**config.mk**
```make
export PLATFORM = sky130hd
export DESIGN_NAME = exec_unit_4x32_flat
export DESIGN_NICKNAME = d
export VERILOG_FILES = /design/src/rtl/exec_unit_4x32_if.sv /design/src/rtl/exec_unit_4x32.sv /design/src/flat_wrapper.sv
export SDC_FILE = /design/constraint.sdc
export NUM_CORES = 1
export LEC_CHECK = 0
export CORE_MARGIN = 2
export CORE_UTILIZATION = 45
export DETAILED_ROUTE_END_ITERATION = 8
export HOLD_SLACK_MARGIN = 0.08
export PLACE_DENSITY = 0.61
export SYNTH_ARGS = -nofsm -noshare
export SYNTH_HDL_FRONTEND = slang
export SYNTH_SLANG_ARGS = --single-unit
```
**constraint.sdc**
```tcl
create_clock -name clk -period 10.1 [get_ports clk]
set_clock_uncertainty 0.1 [all_clocks]
set_input_delay 2.02 -clock clk [delete_from_list [all_inputs] [get_ports clk]]
set_output_delay 2.02 -clock clk [all_outputs]
set_load 0.03 [all_outputs]
```
**src/rtl/exec_unit_4x32_if.sv**
```systemverilog
// Issue/writeback bundle between the operand read stage, the execute unit and the register file.
// The master side issues operations; the slave side (the execute unit) returns the write.
interface exec_unit_4x32_if;
    logic        start;
    logic [2:0]  op;
    logic [31:0] a;
    logic [31:0] b;
    logic [1:0]  dst;
    logic        busy;
    logic [31:0] wr_data;
    logic [1:0]  dr;
    logic        write;

    modport master (output start, op, a, b, dst, input busy, wr_data, dr, write);
    modport slave  (input start, op, a, b, dst, output busy, wr_data, dr, write);
endinterface

```
**src/rtl/exec_unit_4x32.sv**
```systemverilog
// Execute stage for the 4x32 register file.
// Single-cycle ALU ops plus a 32-step shift-and-add multiply; all outputs are registered.
module exec_unit_4x32 (
    input  logic             clk,
    input  logic             rst,
    exec_unit_4x32_if.slave  bus
);
    localparam logic [0:0] ST_IDLE = 1'b0;
    localparam logic [0:0] ST_MUL  = 1'b1;
    localparam logic [2:0] OP_MUL  = 3'd7;

    logic [0:0]  state_q,   state_d;
    logic        busy_q,    busy_d;
    logic        write_q,   write_d;
    logic [31:0] wr_data_q, wr_data_d;
    logic [1:0]  dr_q,      dr_d;
    logic [1:0]  dst_q,     dst_d;
    logic [31:0] mcand_q,   mcand_d;
    logic [31:0] mplier_q,  mplier_d;
    logic [31:0] acc_q,     acc_d;
    logic [4:0]  cnt_q,     cnt_d;
    logic [31:0] acc_step_s;

    function automatic logic [31:0] alu_f(input logic [2:0] op, input logic [31:0] a,
                                          input logic [31:0] b);
        logic [31:0] r;
        case (op)
            3'd0:    r = a + b;
            3'd1:    r = a - b;
            3'd2:    r = a & b;
            3'd3:    r = a | b;
            3'd4:    r = a ^ b;
            3'd5:    r = a << b[4:0];
            3'd6:    r = a >> b[4:0];
            default: r = 32'd0;
        endcase
        return r;
    endfunction

    // Accumulator value after the current multiply step (add masked by multiplier LSB).
    assign acc_step_s = acc_q + (mcand_q & {32{mplier_q[0]}});

    // Next-state logic for the issue/multiply sequencer.
    always_comb begin
        state_d   = state_q;
        busy_d    = busy_q;
        write_d   = 1'b0;
        wr_data_d = wr_data_q;
        dr_d      = dr_q;
        dst_d     = dst_q;
        mcand_d   = mcand_q;
        mplier_d  = mplier_q;
        acc_d     = acc_q;
        cnt_d     = cnt_q;
        case (state_q)
            ST_IDLE: begin
                if (bus.start) begin
                    if (bus.op != OP_MUL) begin
                        wr_data_d = alu_f(bus.op, bus.a, bus.b);
                        dr_d      = bus.dst;
                        write_d   = 1'b1;
                    end else begin
                        mcand_d  = bus.a;
                        mplier_d = bus.b;
                        acc_d    = 32'd0;
                        cnt_d    = 5'd0;
                        dst_d    = bus.dst;
                        busy_d   = 1'b1;
                        state_d  = ST_MUL;
                    end
                end else begin
                    state_d = ST_IDLE;
                end
            end
            ST_MUL: begin
                acc_d    = acc_step_s;
                mcand_d  = {mcand_q[30:0], 1'b0};
                mplier_d = {1'b0, mplier_q[31:1]};
                cnt_d    = cnt_q + 5'd1;
                // Step with counter 31 is the last; the write fires in the following cycle.
                if (cnt_q == 5'd31) begin
                    wr_data_d = acc_step_s;
                    dr_d      = dst_q;
                    write_d   = 1'b1;
                    busy_d    = 1'b0;
                    state_d   = ST_IDLE;
                end else begin
                    state_d = ST_MUL;
                end
            end
            default: begin
                state_d = ST_IDLE;
                busy_d  = 1'b0;
            end
        endcase
    end

    // State registers with synchronous reset.
    always_ff @(posedge clk) begin
        if (rst) begin
            state_q   <= ST_IDLE;
            busy_q    <= 1'b0;
            write_q   <= 1'b0;
            wr_data_q <= 32'd0;
            dr_q      <= 2'd0;
            dst_q     <= 2'd0;
            mcand_q   <= 32'd0;
            mplier_q  <= 32'd0;
            acc_q     <= 32'd0;
            cnt_q     <= 5'd0;
        end else begin
            state_q   <= state_d;
            busy_q    <= busy_d;
            write_q   <= write_d;
            wr_data_q <= wr_data_d;
            dr_q      <= dr_d;
            dst_q     <= dst_d;
            mcand_q   <= mcand_d;
            mplier_q  <= mplier_d;
            acc_q     <= acc_d;
            cnt_q     <= cnt_d;
        end
    end

    assign bus.busy    = busy_q;
    assign bus.write   = write_q;
    assign bus.wr_data = wr_data_q;
    assign bus.dr      = dr_q;
endmodule

```
**src/flat_wrapper.sv**
```systemverilog
// flat-port wrapper written by rule: the top's interface ports become plain ports
module exec_unit_4x32_flat 
  (clk, rst, bus_start, bus_op, bus_a, bus_b, bus_dst, bus_busy, bus_wr_data, bus_dr, bus_write);
  exec_unit_4x32_if bus_i ();
  input  logic clk;
  input  logic rst;
  input wire logic [$bits(bus_i.start)-1:0] bus_start;
  input wire logic [$bits(bus_i.op)-1:0] bus_op;
  input wire logic [$bits(bus_i.a)-1:0] bus_a;
  input wire logic [$bits(bus_i.b)-1:0] bus_b;
  input wire logic [$bits(bus_i.dst)-1:0] bus_dst;
  output wire logic [$bits(bus_i.busy)-1:0] bus_busy;
  output wire logic [$bits(bus_i.wr_data)-1:0] bus_wr_data;
  output wire logic [$bits(bus_i.dr)-1:0] bus_dr;
  output wire logic [$bits(bus_i.write)-1:0] bus_write;
  assign bus_i.start = bus_start;
  assign bus_i.op = bus_op;
  assign bus_i.a = bus_a;
  assign bus_i.b = bus_b;
  assign bus_i.dst = bus_dst;
  assign bus_busy = bus_i.busy;
  assign bus_wr_data = bus_i.wr_data;
  assign bus_dr = bus_i.dr;
  assign bus_write = bus_i.write;
  exec_unit_4x32 u_core (.clk(clk), .rst(rst), .bus(bus_i));
endmodule
```
# Word-level counts from Yosys, hierarchy flattened
# Cells that the tools add are included.
# classes
add_sub_neg	4
n_reduce_logical	5
mux	33
shifts	2
eq_ne	12
n_bitwise	6
# op_table
cell	n
2-to-1 mux 32 bit	9
case mux 32 bit (2 select lines)	4
case mux 32 bit (7 select lines)	1
adder 32 bit	2
AND 32 bit	2
OR 32 bit	1
left shift 32 x 5 -> 32 bit	1
right shift 32 x 5 -> 32 bit	1
subtractor 32 bit	1
XOR 32 bit	1
2-to-1 mux 5 bit	2
case mux 5 bit (2 select lines)	1
equality test 3 bit, second input constant	3
2-to-1 mux 1 bit	9
AND reduction 3 bit	3
equality test 3 x 2 -> 1 bit, second input constant	2
2-to-1 mux 2 bit	3
inequality test 2 bit, second input constant	3
case mux 1 bit (2 select lines)	3
adder 5 x 1 -> 5 bit, second input constant	1
equality test 5 bit, second input constant	1
case mux 2 bit (2 select lines)	1
equality test 3 x 1 -> 1 bit, second input constant	1
logical NOT 3 bit	1
other kinds (4)	5
# totals
wordCells	72
output_inout_bits	36
regBits	140
in_bits	72

# Longest topological paths before layout
# Gate-level depths: netlist of run 1.
# logic_depth
depth_word	5
ltp_mapped	21
depth_no_buf	18

# Least setup slack after synthesis of run 1
# OpenSTA, ideal clock, no wires.
# synth_path
path_type	input to register
startpoint	input port bus_b[2]
endpoint	register u_core.wr_data_q[29] (netlist: u_core.bus.wr_data[29])
setup_ns	0.125
arrival_time_ns	5.968
path_slack_ns	3.907
stages	18
required_time_ns	9.875
path_cell_list	buf_2 > inv_2 > buf_1 > clkbuf_1 > nand2_1 > o41ai_1 > xnor2_1 > ha_1 > clkbuf_1 > a2111o_1 > o211ai_1 > nand3b_1 > a221o_1 > a211o_1 > a211oi_2 > xor2_1 > o22ai_1 > o2bb2ai_1
# synth_via
elab_chain_cells	5
# synth_lines
element	line_no	rtl
start: declaration	flat_wrapper.sv:10	input wire logic [$bits(bus_i.b)-1:0] bus_b;
subtractor 32 bit, or another cell as far along	exec_unit_4x32.sv:29	3'd1: r = a - b;
case mux 32 bit (7 select lines) (*)	exec_unit_4x32.sv:27	case (op)
2-to-1 mux 32 bit (*)	exec_unit_4x32.sv:58	if (bus.op != OP_MUL) begin
2-to-1 mux 32 bit (*)	exec_unit_4x32.sv:57	if (bus.start) begin
case mux 32 bit (2 select lines) (*)	exec_unit_4x32.sv:55	case (state_q)
end signal: assignment	exec_unit_4x32.sv:115	wr_data_q <= wr_data_d;
end: declaration	exec_unit_4x32.sv:15	logic [31:0] wr_data_q, wr_data_d;
# Every way passes the cells marked *; elsewhere a longest branch is shown, timed or not. The select of a mux whose other input is x is not followed.
# A chain may end at the register's enable or synchronous reset.

# Worst setup path in the final report of run 1
# layout_path
startpoint	input port bus_op[1]
endpoint	register u_core.wr_data_q[28] (netlist: u_core.bus.wr_data[28])
# layout_via
elab_chain_cells	5
# layout_lines
element	line_no	rtl
start: declaration	flat_wrapper.sv:8	input wire logic [$bits(bus_i.op)-1:0] bus_op;
equality test 3 bit, or another cell as far along	exec_unit_4x32.sv:27	
case mux 32 bit (7 select lines)	exec_unit_4x32.sv:27	
2-to-1 mux 32 bit	exec_unit_4x32.sv:58	
2-to-1 mux 32 bit	exec_unit_4x32.sv:57	
case mux 32 bit (2 select lines)	exec_unit_4x32.sv:55	
# Several ways; a longest one is shown, not always the timed one. The select of a mux whose other input is x is not followed.

==> flow_metrics.py, run 1 <==
metrics = {
    "synthesis": {
        "synth_async_sr_flop_share_pct": 0,
        "ys_top_cells_by_count": "nor2_1 (377), a21oi_1 (254), dfxtp_1 (140), ha_1 (130), nand2_1 (117)",
        "synth_compound_area_share_pct": 28.11,
        "synthSimpleGateAreaFrac_pct": 19.47,
        "synth_top_area_share_pct": 19.38,
        "synthXorXnorAreaFrac_pct": 4.879,
        "synthTopCellsByArea": "dfxtp_1 (19%), ha_1 (11%), nor2_1 (9.8%), a21oi_1 (8.8%), mux4_2 (7.5%)",
        "synthesis.nets": 2171,
        "ys_types": 74,
        "synth_seq_cells": 140,
        "synth_top_family_by_area": "compound AO/OA/AOI/OAI gates",
        "yosysTopAreaCell": "dfxtp_1",
        "yosysMostFrequentCell": "nor2_1",
        "synth_area_sq_mm": 0.01446,
        "synth_ff_type": "dfxtp_1",
        "syn_avg_cell_area_sq_um": 7.353,
        "synth_fa_ha_area_share_pct": 11.52,
        "synth_edf_count": 0,
        "yosysSeqAreaShare_pct": 19.38,
        "synth_cells": 1967,
        "ys_warn_count": 0,
        "synth.mux.area_fraction_pct": 10.74,
    },
    "drt": {
        "wl_um": 56110,
        "via_per_inst": 6.354,
        "wire_per_inst_um": 23.46,
        "drt-initial-drc-count": 1578,
        "drc": 0,
        "vias": 15199,
        "drt.antenna.violating_nets": 0,
        "drt_first_pass_iters": 5,
    },
    "power_and_ir_drop": {
        "leakage_nw": 6.870,
        "irDropWorstVdd_mv": 0.1305,
        "power.switching_w": 0.0007101,
        "switching_share_pct": 37.22,
        "power_frac_comb_pct": 34.2,
        "cellPowerDensity_mw_per_mm2": 117.2,
        "p_clk_share_pct": 35.0,
        "power.internal_w": 0.001198,
        "p_seq_share_pct": 30.8,
    },
    "clocking": {
        "cts-root-buf": "clkbuf_16",
        "cts_buffer_depth": 2,
        "clk_latency_ns": 0.45,
        "cts_resized": 0,
        "cts_tree": "done",
        "clkTransAtPathRegs_ns": 0.07,
        "cts_max_level": 4,
        "cts-buffers-inserted": 17,
        "numClockSinks": 140,
        "cts-hold-fix-buffers": 0,
        "cts_setup_buffers": 0,
    },
    "worst_setup_path": {
        "cp.arrival_ns": 8.04,
        "worst_path_max_delay_cell": "a2111oi_0",
        "path_max_fanout": 14,
        "critPathTopFamily": "simple AND/OR/NAND/NOR gates",
        "slowest_delay_ns": 0.98,
        "critical_path_required_ns": 10.34,
        "crit_chain": "clkdlybuf4s50_1 -> nor2_1 -> and2_0 -> nor2_1 -> xnor2_1 -> ha_1 -> nor2b_1 -> o2111ai_1 -> a2111oi_0 -> o2111ai_1 -> a211oi_1 -> nand4_1 -> nand4_1 -> mux2i_1 -> a21oi_1 -> o31a_1",
        "path_class": "in2reg",
        "critPathCaptureType": "register",
        "critPathBufInv": 1,
        "startpoint_type": "input port",
    },
    "finish": {
        "n_fill_cell": 3227,
        "drive_above_1_share_pct": 6.432,
        "area_growth_pct": 12.59,
        "fin_nets": 2181,
        "multiInputGateArea_sq_mm": 0.01083,
        "seqCellArea_sq_mm": 0.002806,
        "diodes": 0,
        "layoutNonFillerInstCount": 2392,
    },
    "sta": {
        "period_share_pct": 77.18,
        "hold_violations": 0,
        "max_slew_margin_pct": 17.34,
        "rsz0062_at_grt": "no",
        "fin_tns_setup_ns": 0,
        "holdWs_ns": 0.3600,
        "worst_pin_slew_ns": 1.209,
        "maxSlewViolCount": 0,
        "setup_viol": 0,
        "fmax_mhz": 128.3,
        "final.min_clock_period_ns": 7.795,
    },
    "status": {
        "status": "completed",
    },
    "floorplan": {
        "start_util_pct": 45.71,
        "dieWidth_um": 183.3,
        "die_area_sq_mm": 0.03359,
        "pin_count": 108,
        "rows": 65,
        "core_sq_mm": 0.03164,
        "die_h_um": 183.3,
    },
    "placement": {
        "hpwl_um": 42290,
        "placedCellCount": 2360,
        "port_buffers": 107,
        "globalplace.congestion": 1.027,
    },
    "grt": {
        "overflow": 0,
        "antenna_found_initial": 1,
        "track_usage_pct": 33.65,
        "grt_max_degree": 87,
        "grt_pass1_vias": 13959,
        "grt_pass1_wl_um": 85750,
    },
    "flow_run": {
        "drv_cap": 0,
    },
    "worst_hold_path": {
        "min_path_type": "reg2reg",
    },
}
state kept, by name, indices dropped and copies added (netlist names):
register and flops:
u_core.acc_q 32, u_core.bus.busy 1, u_core.state_q 1, u_core.bus.wr_data 32, u_core.bus.dr 2, u_core.bus.write 1
u_core.mplier_q 32, u_core.cnt_q 5, u_core.mcand_q 32, u_core.dst_q 2
cell families after synthesis:
family / Yosys count
adder cells (fa/ha/maj): 132
buffers and inverters: 222
AO/OA/AOI/OAI: 650
flip-flops: 140
multiplexers: 95
AND/OR/NAND/NOR: 650
XOR/XNOR: 78
through the flow:
stage | util (%) | power (W) | area, sq um | setup slack (ns)
after floorplan | - | 0.001010 | 14460 | 3.907
after global placement | 49.55 | 0.001238 | 15680 | 2.152
after detailed placement | 49.55 | 0.001239 | 15680 | 2.151
after CTS | 51.47 | 0.001910 | 16280 | 2.604
after global routing | 51.47 | 0.001996 | 16280 | 2.163
final | 51.47 | 0.001908 | 16280 | 2.305
per-layer routing:
metal	vias to the layer above	track usage, %	share of wire (%)
li1	7168	-	-
met1	7335	42.83	42
met2	608	56.73	47
met3	88	6.672	7.2
met4	0	11.81	3.4
met5	-	0	0
tightest hold or removal path, cell delays in order (launching register included):
cell,delay [ns]
dfxtp_1,0.31
nand2_1,0.05
a21oi_1,0.05
cells in the final DEF, fill, tap and decap left out, drive strengths merged, types with 21 or more instances in the layout:
cell,Yosys,final
a22oi,42,42
clkdlybuf4s50,0,102
a221oi,29,29
a21o,37,37
o211ai,22,22
xor2,21,21
nor3,29,29
inv,82,86
nand2,117,117
a21oi,254,254
and2,41,41
ha,130,130
dfxtp,140,140
a211oi,31,31
mux2i,46,46
mux4,48,48
buf,38,28
xnor2,56,56
o22ai,53,53
nor2,377,377
nand3,22,22
o21ai,88,88
power by group through the flow:
stage | logic, W | registers (W) | clock network, W
after detailed placement | 0.000638 | 0.000600 | 0
after floorplan | 0.000391 | 0.000618 | 0
after CTS | 0.000642 | 0.000588 | 0.000681
after global routing | 0.000702 | 0.000590 | 0.000704
final | 0.000653 | 0.000588 | 0.000668
after global placement | 0.000638 | 0.000600 | 0
final cells by class:
| class | instances | area share, % |
|---|---|---|
| multi-input cells | 1605 | 66.51 |
| flip-flops and latches | 140 | 17.24 |
| repair buffers | 130 | 7.515 |
| well taps | 402 | 3.089 |
| clock buffers | 19 | 2.789 |
| inverters | 83 | 1.913 |
| clock inverters | 13 | 0.9451 |
final timing paths:
| path | to | startpoint | slack [ns] | cells after the start |
|---|---|---|---|---|
| worst max-delay path | u_core.bus.wr_data[28]$_SDFFE_PP0P_ | bus_op[1] | 2.31 | 16 |
| worst min-delay path | u_core.acc_q[27]$_SDFFE_PP0P_ | u_core.acc_q[27]$_SDFFE_PP0P_ | 0.36 | 2 |
| worst max register to register | u_core.bus.wr_data[29]$_SDFFE_PP0P_ | u_core.mplier_q[0]$_SDFFE_PP0P_ | 5.90 | 13 |
| worst min register to register | u_core.acc_q[27]$_SDFFE_PP0P_ | u_core.acc_q[27]$_SDFFE_PP0P_ | 0.36 | 2 |
Power figures use the tool's default switching activity.
==> run 2, diff against run 1 <==
Settings changed: PLACE_DENSITY 0.61 to 0.63.
Clock period 10.1 ns to 6.3 ns, I/O delays scaled along.
==> run 2 against run 1 <==
- die area stayed put
- worst setup slack worse by 1.8 ns
- clock power is 53% higher
- count of clock-buffer cells in the layout is 1 lower
- flip-flop and latch count stayed put
- power is 58% higher
- first-iteration DRC count is 13% higher
==> flow_metrics.py, run 2 (same netlist as run 1, synthesis figures left out) <==
metrics = {
    "finish": {
        "drive_above_1_share_pct": 6.940,
        "final_common_cell": "nor2_1",
        "area_growth_pct": 13.15,
        "fin_util_pct": 51.73,
        "fin_nets": 2195,
        "layout_common_cells": "nor2_1 (375), a21oi_1 (254), dfxtp_1 (139)",
    },
    "placement": {
        "globalplace.congestion": 0.9907,
        "port_buffers": 107,
        "hpwl_um": 42300,
    },
    "sta": {
        "fin_tns_setup_ns": 0,
        "fmax_mhz": 172.8,
        "max_slew_margin_pct": 30.15,
        "worst_pin_slew_ns": 1.044,
        "maxSlewViolCount": 0,
        "holdWs_ns": 0.3613,
        "setup_viol": 0,
        "final.min_clock_period_ns": 5.788,
        "period_share_pct": 91.87,
        "hold_violations": 0,
        "rsz0062_at_grt": "no",
    },
    "clocking": {
        "cts_setup_buffers": 0,
        "clk_latency_ns": 0.45,
        "cts_max_level": 4,
        "cts_tree": "done",
        "cts_buffer_depth": 2,
        "numClockSinks": 140,
        "cts_resized": 0,
        "cts-buffers-inserted": 17,
        "clkTransAtPathRegs_ns": 0.06,
        "cts-root-buf": "clkbuf_16",
        "cts-hold-fix-buffers": 0,
    },
    "status": {
        "status": "completed",
    },
    "grt": {
        "overflow": 0,
        "grt_pass1_wl_um": 85550,
        "antenna_found_initial": 0,
        "grt_pass1_vias": 14161,
        "grt_max_degree": 134,
        "track_usage_pct": 33.48,
    },
    "worst_setup_path": {
        "path_class": "in2reg",
        "timing.rr.start": "u_core.mplier_q[0]$_SDFFE_PP0P_",
        "crit_chain": "clkdlybuf4s50_1 -> or4_4 -> nor2_1 -> nand4_1 -> o21ai_0 -> xnor2_1 -> ha_1 -> nand3_1 -> a2111oi_0 -> buf_4 -> o2111ai_1 -> a211oi_1 -> nand4_1 -> nand4_1 -> mux2i_1 -> a21oi_1 -> o31a_1",
        "startpoint_type": "input port",
        "worst_path_max_delay_cell": "or4_4",
        "critical_path_required_ns": 6.53,
        "slowest_delay_ns": 0.56,
        "reg2reg_setup_slack_ns": 2.17,
        "reg2reg_depth": 13,
        "r2r-end": "u_core.acc_q[31]$_SDFFE_PP0P_",
        "crit_top_cell": "nand4_1",
        "path_max_fanout": 5,
        "critPathCaptureType": "register",
        "cp.arrival_ns": 6.02,
    },
    "floorplan": {
        "core_sq_mm": 0.03164,
        "dieWidth_um": 183.3,
        "start_util_pct": 45.71,
        "pin_count": 108,
        "die_area_sq_mm": 0.03359,
        "rows": 65,
        "die_h_um": 183.3,
    },
    "drt": {
        "drt-initial-drc-count": 1788,
        "drt.antenna.violating_nets": 0,
        "via_per_inst": 6.283,
        "vias": 15118,
        "drt_first_pass_iters": 6,
        "drc": 0,
        "wire_per_inst_um": 23.45,
        "wl_um": 56410,
    },
    "power_and_ir_drop": {
        "leakage_nw": 6.926,
        "irDropWorstVdd_mv": 0.2118,
        "power_w": 0.003023,
        "cellPowerDensity_mw_per_mm2": 184.7,
    },
    "worst_hold_path": {
        "worstHoldPathCells": 2,
        "hold_start": "u_core.acc_q[21]$_SDFFE_PP0P_",
        "min_to": "u_core.acc_q[21]$_SDFFE_PP0P_",
        "min_path_type": "reg2reg",
    },
    "flow_run": {
        "drv_cap": 0,
    },
}
## run 2: cell count changes in the layout (fill, tap and decap cells not counted), sizes merged
cell,before,now
diode,0,1
inv,86,87
bufinv,2,1
clkinvlp,1,2
clkbuf,19,18
buf,28,42
clkinv,7,6
## run 2: worst max-delay path by stage
stage	endpoint	start	slack [ns]	cells past startpoint
after floorplan	u_core.bus.wr_data[29]$_SDFFE_PP0P_	bus_b[2]	0.87	18
after detailed placement	u_core.bus.wr_data[28]$_SDFFE_PP0P_	bus_b[5]	0.29	17
after global routing	u_core.bus.wr_data[20]$_SDFFE_PP0P_	bus_b[5]	0.20	17
after CTS	u_core.bus.wr_data[28]$_SDFFE_PP0P_	bus_b[5]	0.69	17
after global placement	u_core.bus.wr_data[28]$_SDFFE_PP0P_	bus_b[5]	0.41	17
final	u_core.bus.wr_data[28]$_SDFFE_PP0P_	bus_b[5]	0.51	17
## run 2: report_power, final
part / switching [W] / internal [W]
combinational: 0.000661 / 0.000396
sequential: 0.0000259 / 0.000916
clock: 0.000452 / 0.000572
total: 0.00114 / 0.00188
## run 2: metal layers
layer	wire, um	part of all wire (%)	vias up	track usage [%]
met4	2057	3.6	0	13.09
met2	26490	47	615	55.64
met3	4125	7.3	91	6.334
li1	-	-	7192	-
met1	23740	42	7220	42.95
met5	0	0	-	0
## run 2: final cells by class
| type | instances | area, sq um |
|---|---|---|
| antenna | 1 | 2.502 |
| inverter | 83 | 311.5 |
| clock buffer | 18 | 450.4 |
| clock inverter | 13 | 128.9 |
| tap | 402 | 503.0 |
| sequential | 140 | 2806 |
| timing repair buffer | 144 | 1341 |
| fill | 3170 | 15270 |
| multi-input combinational | 1605 | 10820 |
## run 2: stage by stage
step	setup WS [ns]	cells	cell area, sq um
after floorplan	0.8668	1967	14460
after detailed placement	0.2879	2374	15780
after global routing	0.2028	2405	16360
final	0.5120	2406	16360
after CTS	0.6861	2405	16360
after global placement	0.4051	2374	15780
## run 2: critical path, delay by kind of cell
family,cells,cell delay (ns)
XOR/XNOR,1,0.10
buffers and inverters,2,0.74
multiplexers,1,0.19
adder cells (fa/ha/maj),1,0.36
AO/OA/AOI/OAI,6,1.84
AND/OR/NAND/NOR,6,1.53
